File: src/rtl/icache_fill_if.sv
// Word-read bus between the instruction cache and backing memory.
// The cache is the master: it drives the request and address, and memory answers with ready and data.
interface icache_fill_if;
  logic        mem_req;
  logic [31:0] mem_addr;
  logic        mem_ready;
  logic [31:0] mem_rdata;

  modport master (output mem_req, mem_addr, input mem_ready, mem_rdata);
  modport slave  (input mem_req, mem_addr, output mem_ready, mem_rdata);
endinterface

File: src/rtl/icache_fill.sv
// Direct-mapped instruction cache with zero-latency lookup.
// A miss refills the whole line one word at a time over the memory handshake.
module icache_fill #(
  parameter int unsigned LINES          = 16,
  parameter int unsigned WORDS_PER_LINE = 4
) (
  input  logic          clk,
  input  logic          reset,
  input  logic [31:0]   pc,
  input  logic          invalidate,
  output logic [31:0]   instr,
  output logic          hit,
  output logic [31:0]   miss_count,
  icache_fill_if.master mem
);
  localparam int unsigned OFF_W = $clog2(WORDS_PER_LINE);
  localparam int unsigned IDX_W = $clog2(LINES);
  localparam int unsigned TAG_W = 30 - OFF_W - IDX_W;
  localparam logic [OFF_W-1:0] LAST_WORD = OFF_W'(WORDS_PER_LINE - 1);

  typedef enum logic [1:0] {IDLE, FILL, DONE} state_e;

  state_e              state_q, state_d;
  logic [LINES-1:0]    valid_q;
  logic [TAG_W-1:0]    tag_q  [LINES];
  logic [31:0]         data_q [LINES][WORDS_PER_LINE];
  logic [TAG_W-1:0]    fill_tag_q, fill_tag_d;
  logic [IDX_W-1:0]    fill_idx_q, fill_idx_d;
  logic [OFF_W-1:0]    cnt_q, cnt_d;
  logic                pend_q, pend_d;
  logic                req_q, req_d;
  logic [31:0]         addr_q, addr_d;
  logic [31:0]         miss_q, miss_d;
  logic                start_fill, word_we, line_done, set_valid;

  logic [OFF_W-1:0]    pc_off;
  logic [IDX_W-1:0]    pc_idx;
  logic [TAG_W-1:0]    pc_tag;
  logic [1:0]          unused_pc_byte;

  assign pc_off         = pc[OFF_W+1:2];
  assign pc_idx         = pc[IDX_W+OFF_W+1:OFF_W+2];
  assign pc_tag         = pc[31:IDX_W+OFF_W+2];
  assign unused_pc_byte = pc[1:0];

  assign hit          = (state_q == IDLE) && valid_q[pc_idx] && (tag_q[pc_idx] == pc_tag);
  assign instr        = hit ? data_q[pc_idx][pc_off] : '0;
  assign mem.mem_req  = req_q;
  assign mem.mem_addr = addr_q;
  assign miss_count   = miss_q;

  always_comb begin
    state_d    = state_q;
    fill_tag_d = fill_tag_q;
    fill_idx_d = fill_idx_q;
    cnt_d      = cnt_q;
    pend_d     = pend_q;
    req_d      = req_q;
    addr_d     = addr_q;
    miss_d     = miss_q;
    start_fill = 1'b0;
    word_we    = 1'b0;
    line_done  = 1'b0;
    set_valid  = 1'b0;
    unique case (state_q)
      IDLE: begin
        if (!hit && !invalidate) begin
          start_fill = 1'b1;
          state_d    = FILL;
          fill_tag_d = pc_tag;
          fill_idx_d = pc_idx;
          cnt_d      = '0;
          req_d      = 1'b1;
          addr_d     = {pc_tag, pc_idx, {OFF_W{1'b0}}, 2'b00};
          if (miss_q != '1) miss_d = miss_q + 32'd1;
        end
      end
      FILL: begin
        if (invalidate) pend_d = 1'b1;
        if (mem.mem_ready) begin
          word_we = 1'b1;
          cnt_d   = cnt_q + OFF_W'(1);
          if (cnt_q == LAST_WORD) begin
            req_d   = 1'b0;
            state_d = DONE;
          end else begin
            addr_d = {fill_tag_q, fill_idx_q, cnt_d, 2'b00};
          end
        end
      end
      DONE: begin
        line_done = 1'b1;
        // An invalidate landing on the DONE cycle itself must also keep the line invalid.
        set_valid = !pend_q && !invalidate;
        pend_d    = 1'b0;
        state_d   = IDLE;
      end
      default: state_d = IDLE;
    endcase
  end

  always_ff @(posedge clk) begin
    if (reset) begin
      state_q    <= IDLE;
      fill_tag_q <= '0;
      fill_idx_q <= '0;
      cnt_q      <= '0;
      pend_q     <= 1'b0;
      req_q      <= 1'b0;
      addr_q     <= '0;
      miss_q     <= '0;
    end else begin
      state_q    <= state_d;
      fill_tag_q <= fill_tag_d;
      fill_idx_q <= fill_idx_d;
      cnt_q      <= cnt_d;
      pend_q     <= pend_d;
      req_q      <= req_d;
      addr_q     <= addr_d;
      miss_q     <= miss_d;
    end
  end

  always_ff @(posedge clk) begin
    if (reset || invalidate) begin
      valid_q <= '0;
    end else begin
      if (start_fill) valid_q[pc_idx]     <= 1'b0;
      if (set_valid)  valid_q[fill_idx_q] <= 1'b1;
    end
  end

  always_ff @(posedge clk) begin
    if (!reset && word_we)   data_q[fill_idx_q][cnt_q] <= mem.mem_rdata;
    if (!reset && line_done) tag_q[fill_idx_q]         <= fill_tag_q;
  end
endmodule
File: src/flat_wrapper.sv
// flat-port wrapper written by rule: the top's interface ports become plain ports
module icache_fill_flat 
#(
  parameter int unsigned LINES          = 16,
  parameter int unsigned WORDS_PER_LINE = 4
)
  (clk, reset, pc, invalidate, instr, hit, miss_count, mem_mem_req, mem_mem_addr, mem_mem_ready, mem_mem_rdata);
  icache_fill_if mem_i ();
  input  logic clk;
  input  logic reset;
  input  logic [31:0] pc;
  input  logic invalidate;
  output logic [31:0] instr;
  output logic hit;
  output logic [31:0] miss_count;
  output wire logic [$bits(mem_i.mem_req)-1:0] mem_mem_req;
  output wire logic [$bits(mem_i.mem_addr)-1:0] mem_mem_addr;
  input wire logic [$bits(mem_i.mem_ready)-1:0] mem_mem_ready;
  input wire logic [$bits(mem_i.mem_rdata)-1:0] mem_mem_rdata;
  assign mem_mem_req = mem_i.mem_req;
  assign mem_mem_addr = mem_i.mem_addr;
  assign mem_i.mem_ready = mem_mem_ready;
  assign mem_i.mem_rdata = mem_mem_rdata;
  icache_fill #(.LINES(LINES), .WORDS_PER_LINE(WORDS_PER_LINE)) u_core (.clk(clk), .reset(reset), .pc(pc), .invalidate(invalidate), .instr(instr), .hit(hit), .miss_count(miss_count), .mem(mem_i));
endmodule
File: config.mk
export PLATFORM = sky130hd
export DESIGN_NAME = icache_fill_flat
export DESIGN_NICKNAME = d
export VERILOG_FILES = /design/src/rtl/icache_fill_if.sv /design/src/rtl/icache_fill.sv /design/src/flat_wrapper.sv
export SDC_FILE = /design/constraint.sdc
export NUM_CORES = 2
export LEC_CHECK = 0
export CAP_MARGIN = 5
export CORE_MARGIN = 4
export CORE_UTILIZATION = 61
export CTS_BUF_LIST = sky130_fd_sc_hd__clkbuf_4 sky130_fd_sc_hd__clkbuf_8
export CTS_CLUSTER_DIAMETER = 200
export DETAILED_ROUTE_END_ITERATION = 16
export GPL_TIMING_DRIVEN = 0
export PLACE_DENSITY = 0.78
export SLEW_MARGIN = 20
export SYNTH_ARGS = -nofsm -noshare
export SYNTH_HDL_FRONTEND = slang
export SYNTH_SLANG_ARGS = --single-unit
File: constraint.sdc
create_clock -name clk -period 6.2 [get_ports clk]
set_clock_uncertainty 0.2 [all_clocks]
set_input_delay 1.24 -clock clk [delete_from_list [all_inputs] [get_ports clk]]
set_output_delay 1.24 -clock clk [all_outputs]
set_load 0.05 [all_outputs]
==> impl_metrics.xml <==
<?xml version="1.0" encoding="UTF-8"?>
<metrics>
  <group name="worst_setup_path">
    <metric name="timing.critical_path.slowest_cell_delay" unit="ps">660</metric>
    <metric name="path_max_fanout" unit="">11</metric>
    <metric name="cp_num_buf_inv" unit="">8</metric>
    <metric name="critical_path_depth" unit="">12</metric>
    <metric name="path_class" unit="">primary input to output port</metric>
    <metric name="arrival_time_of_the_worst_setup_path" unit="ps">4800</metric>
    <metric name="worst_setup_path_start_kind" unit="">primary input</metric>
    <metric name="timing.critical_path.to_type" unit="">output port</metric>
    <metric name="r2r_setup_slack" unit="ps">2130</metric>
    <metric name="critPathRequiredTime" unit="ps">4760</metric>
    <metric name="slowest_stage" unit="">mux4_2</metric>
    <metric name="worst_reg_to_reg_path_cell_count" unit="">11</metric>
    <metric name="timing.critical_path.cells" unit="">buf_8 -&gt; buf_12 -&gt; buf_12 -&gt; buf_12 -&gt; clkbuf_16 -&gt; clkbuf_8 -&gt; clkbuf_8 -&gt; mux4_2 -&gt; mux4_2 -&gt; mux4_2 -&gt; nor2b_4 -&gt; buf_6</metric>
    <metric name="critPathTopFamily" unit="">multiplexers</metric>
  </group>
  <group name="grt">
    <metric name="antenna_found_initial" unit="">40</metric>
    <metric name="first_global_vias" unit="">52097</metric>
    <metric name="met3_usage" unit="">0.113</metric>
    <metric name="globalRouteTotalUtil" unit="">0.338</metric>
    <metric name="grt_remaining_overflow" unit="">0</metric>
    <metric name="grt_max_degree" unit="">65</metric>
    <metric name="gr-max-usage-layer" unit="">met2</metric>
    <metric name="grt_first_pass_wirelength" unit="um">396000</metric>
    <metric name="grt_use_met1" unit="">0.454</metric>
    <metric name="use_met2" unit="">0.508</metric>
  </group>
  <group name="power">
    <metric name="leakagePower" unit="uW">0.0364</metric>
    <metric name="total_power" unit="uW">34800</metric>
    <metric name="pwr_density_cell" unit="mW/mm^2">303</metric>
    <metric name="worst_ir_drop_vdd" unit="mV">0.246</metric>
  </group>
  <group name="clocking">
    <metric name="cts_tree" unit="">done</metric>
    <metric name="clock-root-buffer" unit="">clkbuf_8</metric>
    <metric name="clock_sink_count" unit="">2544</metric>
    <metric name="cts.clk_slew.worst_paths" unit="ps">60</metric>
    <metric name="clk_latency" unit="ps">1100</metric>
    <metric name="ctsHtreeMaxLevel" unit="">5</metric>
    <metric name="numCtsBuffers" unit="">396</metric>
    <metric name="cts_buffer_depth" unit="">4</metric>
  </group>
  <group name="sta">
    <metric name="finalHoldViolCount" unit="">0</metric>
    <metric name="final_max_tran_viols" unit="">0</metric>
    <metric name="fin_ws" unit="ps">-38.7</metric>
    <metric name="timing.final.crit_period" unit="ps">6240</metric>
    <metric name="setup-tns-final" unit="ps">-38.7</metric>
    <metric name="min_period_over_period" unit="">1.01</metric>
    <metric name="slew-limit-headroom" unit="">0.143</metric>
    <metric name="finalSetupViolations" unit="">1</metric>
    <metric name="achievable_frequency" unit="MHz">160</metric>
    <metric name="worst_tran_pin_value" unit="ps">1280</metric>
  </group>
  <group name="die">
    <metric name="initial_utilization" unit="">0.614</metric>
    <metric name="fp.coreArea" unit="mm^2">0.161</metric>
    <metric name="count_of_pins_on_the_block_boundary" unit="">166</metric>
    <metric name="die_x" unit="um">410</metric>
    <metric name="floorplan.die_area" unit="mm^2">0.168</metric>
    <metric name="dieHeight" unit="um">410</metric>
    <metric name="row_count" unit="">147</metric>
  </group>
  <group name="cells_and_area">
    <metric name="layout-area-overhead-vs-synth" unit="%">16.5</metric>
    <metric name="finish.net_count" unit="">5092</metric>
    <metric name="finish.utilization" unit="">0.715</metric>
    <metric name="drive_above_1_share" unit="">0.356</metric>
  </group>
  <group name="route">
    <metric name="num_vias" unit="">52844</metric>
    <metric name="via_count_normalized_by_instance_count" unit="">7.05</metric>
    <metric name="drtAntennaViolNets" unit="">0</metric>
    <metric name="post-route-drc-count" unit="">0</metric>
    <metric name="wire_per_inst" unit="um">37.6</metric>
    <metric name="firstDrtPassIters" unit="">8</metric>
    <metric name="initialDrtViolationCount" unit="">9224</metric>
    <metric name="wl" unit="um">282000</metric>
  </group>
  <group name="synth">
    <metric name="syn-mean-instance-area" unit="um^2">22.6</metric>
    <metric name="synth_area_in_compound_gates" unit="">0.0163</metric>
    <metric name="post_synth_main_area_contributors" unit="">edfxtp_1 74%, mux4_2 17%, dfxtp_1 2.3%, mux2i_1 1.4%, nor2_1 0.69%</metric>
    <metric name="number_of_enable_flip_flop_cells_after_synthesis" unit="">2432</metric>
    <metric name="synth_commonest_cells" unit="">2432 x edfxtp_1, 737 x mux4_2, 180 x nor2_1</metric>
    <metric name="synthesis.yosys.warnings" unit="">0</metric>
    <metric name="synth-adder-area-share" unit="">0.000635</metric>
    <metric name="synth_cells" unit="">4357</metric>
    <metric name="yosysUniqueCellTypes" unit="">69</metric>
    <metric name="synthXorXnorAreaFrac" unit="">0.00267</metric>
    <metric name="netlist_area_before_placement" unit="mm^2">0.0985</metric>
    <metric name="post_synth_and_or_nand_nor_area_fraction" unit="">0.0191</metric>
    <metric name="multiplexer_area_fraction_after_synthesis" unit="">0.185</metric>
    <metric name="ys.flop_type" unit="">edfxtp_1</metric>
    <metric name="ys_seq_area_frac" unit="">0.764</metric>
    <metric name="yosysTopAreaCellShare" unit="">0.741</metric>
    <metric name="synth_top_family_by_area" unit="">multiplexers</metric>
    <metric name="ys_async_sr_fraction" unit="">0</metric>
    <metric name="post-synth-top-count-cell" unit="">edfxtp_1</metric>
    <metric name="yosys_register_bits" unit="">2544</metric>
    <metric name="netlist.top_cell.by_area" unit="">edfxtp_1</metric>
  </group>
  <group name="status">
    <metric name="violations" unit="">negative setup slack</metric>
    <metric name="status" unit="">finished, violations left</metric>
  </group>
  <group name="run">
    <metric name="max_cap_viol_count" unit="">0</metric>
  </group>
  <group name="hold_path">
    <metric name="holdPathStages" unit="">1</metric>
    <metric name="worst_hold_path_type" unit="">primary input to register</metric>
  </group>
  <group name="placement">
    <metric name="post-dp-hpwl" unit="um">180000</metric>
    <metric name="gp_congestion" unit="">0.911</metric>
    <metric name="io_buffer_count" unit="">157</metric>
  </group>
</metrics>
-- report_power, final --
group          total [uW]  switching [uW]  leakage [uW]  internal [uW]
Sequential          18900            69.1        0.0227          18900
Combinational        2230            1380       0.00972            848
Clock               13700            6540       0.00396           7120
Total               34800            7980        0.0364          26800
-- layer usage --
layer / share of wire / vias to the layer above
li1: - / 19932
met1: 0.33 / 27135
met2: 0.47 / 4880
met3: 0.15 / 867
met4: 0.056 / 30
met5: 0.00081 / -
-- what timing repair did --
| action | 4_1_cts | 5_1_grt |
|---|---|---|
| pin swaps | 0 | 1 |
| cloned | 1 | 3 |
| setup endpoints to repair | 33 | 33 |
| resized for setup | 672 | 104 |
| buffers inserted | 0 | 1 |
| hold buffers | 0 | 0 |
-- registers in the layout (all words and copies together), names as in the netlist --
signal	count
u_core.data_q	2048
u_core.valid_q	16
u_core.pend_q	1
u_core.cnt_q	2
u_core.mem.mem_addr	30
u_core.fill_idx_q	4
u_core.state_q	2
u_core.tag_q	384
u_core.miss_count	32
u_core.fill_tag_q	24
u_core.mem.mem_req	1
-- final timing paths --
path | startpoint | to
worst max-delay path | pc[5] | instr[21]
worst min-delay path | mem_mem_rdata[18] | u_core.data_q[1][114]
worst max register to register | u_core.tag_q[6][7] | u_core.mem.mem_addr[2]
worst min register to register | u_core.mem.mem_addr[3] | u_core.mem.mem_addr[3]
-- metrics by stage --
step / cell area [um^2] / worst slack, ps / cells / hold slack [ps]
floorplan: 98500 / 140 / 4358 / 266
global placement: 103000 / -3340 / 6675 / 275
detailed placement: 106000 / -2510 / 6777 / 283
CTS: 114000 / -18.7 / 7477 / 183
global route: 115000 / -34.7 / 7481 / 206
finish: 115000 / -38.7 / 7495 / 254
-- logic make-up (layout without fill, tap and decap cells) --
family          after synthesis  after routing
mux                         898            898
fa+ha+maj                     5              5
flops                      2544           2544
buf+inv                     277           1239
simple gates                391            391
xor+xnor                     30             30
other cells                   1             17
compound gates              211            211
-- final cells by class --
class / instances / area, um^2
sequential: 2544 / 75300
fill: 8608 / 45800
multi-input combinational: 1537 / 22900
clock buffer: 532 / 6550
timing repair buffer: 264 / 3880
tap: 2160 / 2700
buffer: 248 / 2460
clock inverter: 167 / 918
inverter: 28 / 105
antenna: 15 / 37.5
-- layout by cell type, fill, tap and decap left out, types with 20 or more instances in the layout --
cell type	n
clkdlybuf4s50_1	91
buf_4	57
buf_12	62
nand2_1	46
mux4_2	737
clkinv_1	97
clkbuf_4	146
mux2_2	26
inv_1	27
buf_6	44
nand3_1	23
clkbuf_1	46
a211oi_2	20
dfxtp_1	112
nor2b_1	38
a21oi_1	64
buf_8	23
clkinv_2	53
clkbuf_2	22
clkbuf_8	446
edfxtp_1	2432
mux2i_1	130
buf_16	53
buf_2	37
nor2_4	80
nor2_1	100
No activity file was read; power rests on OpenSTA's default activity.
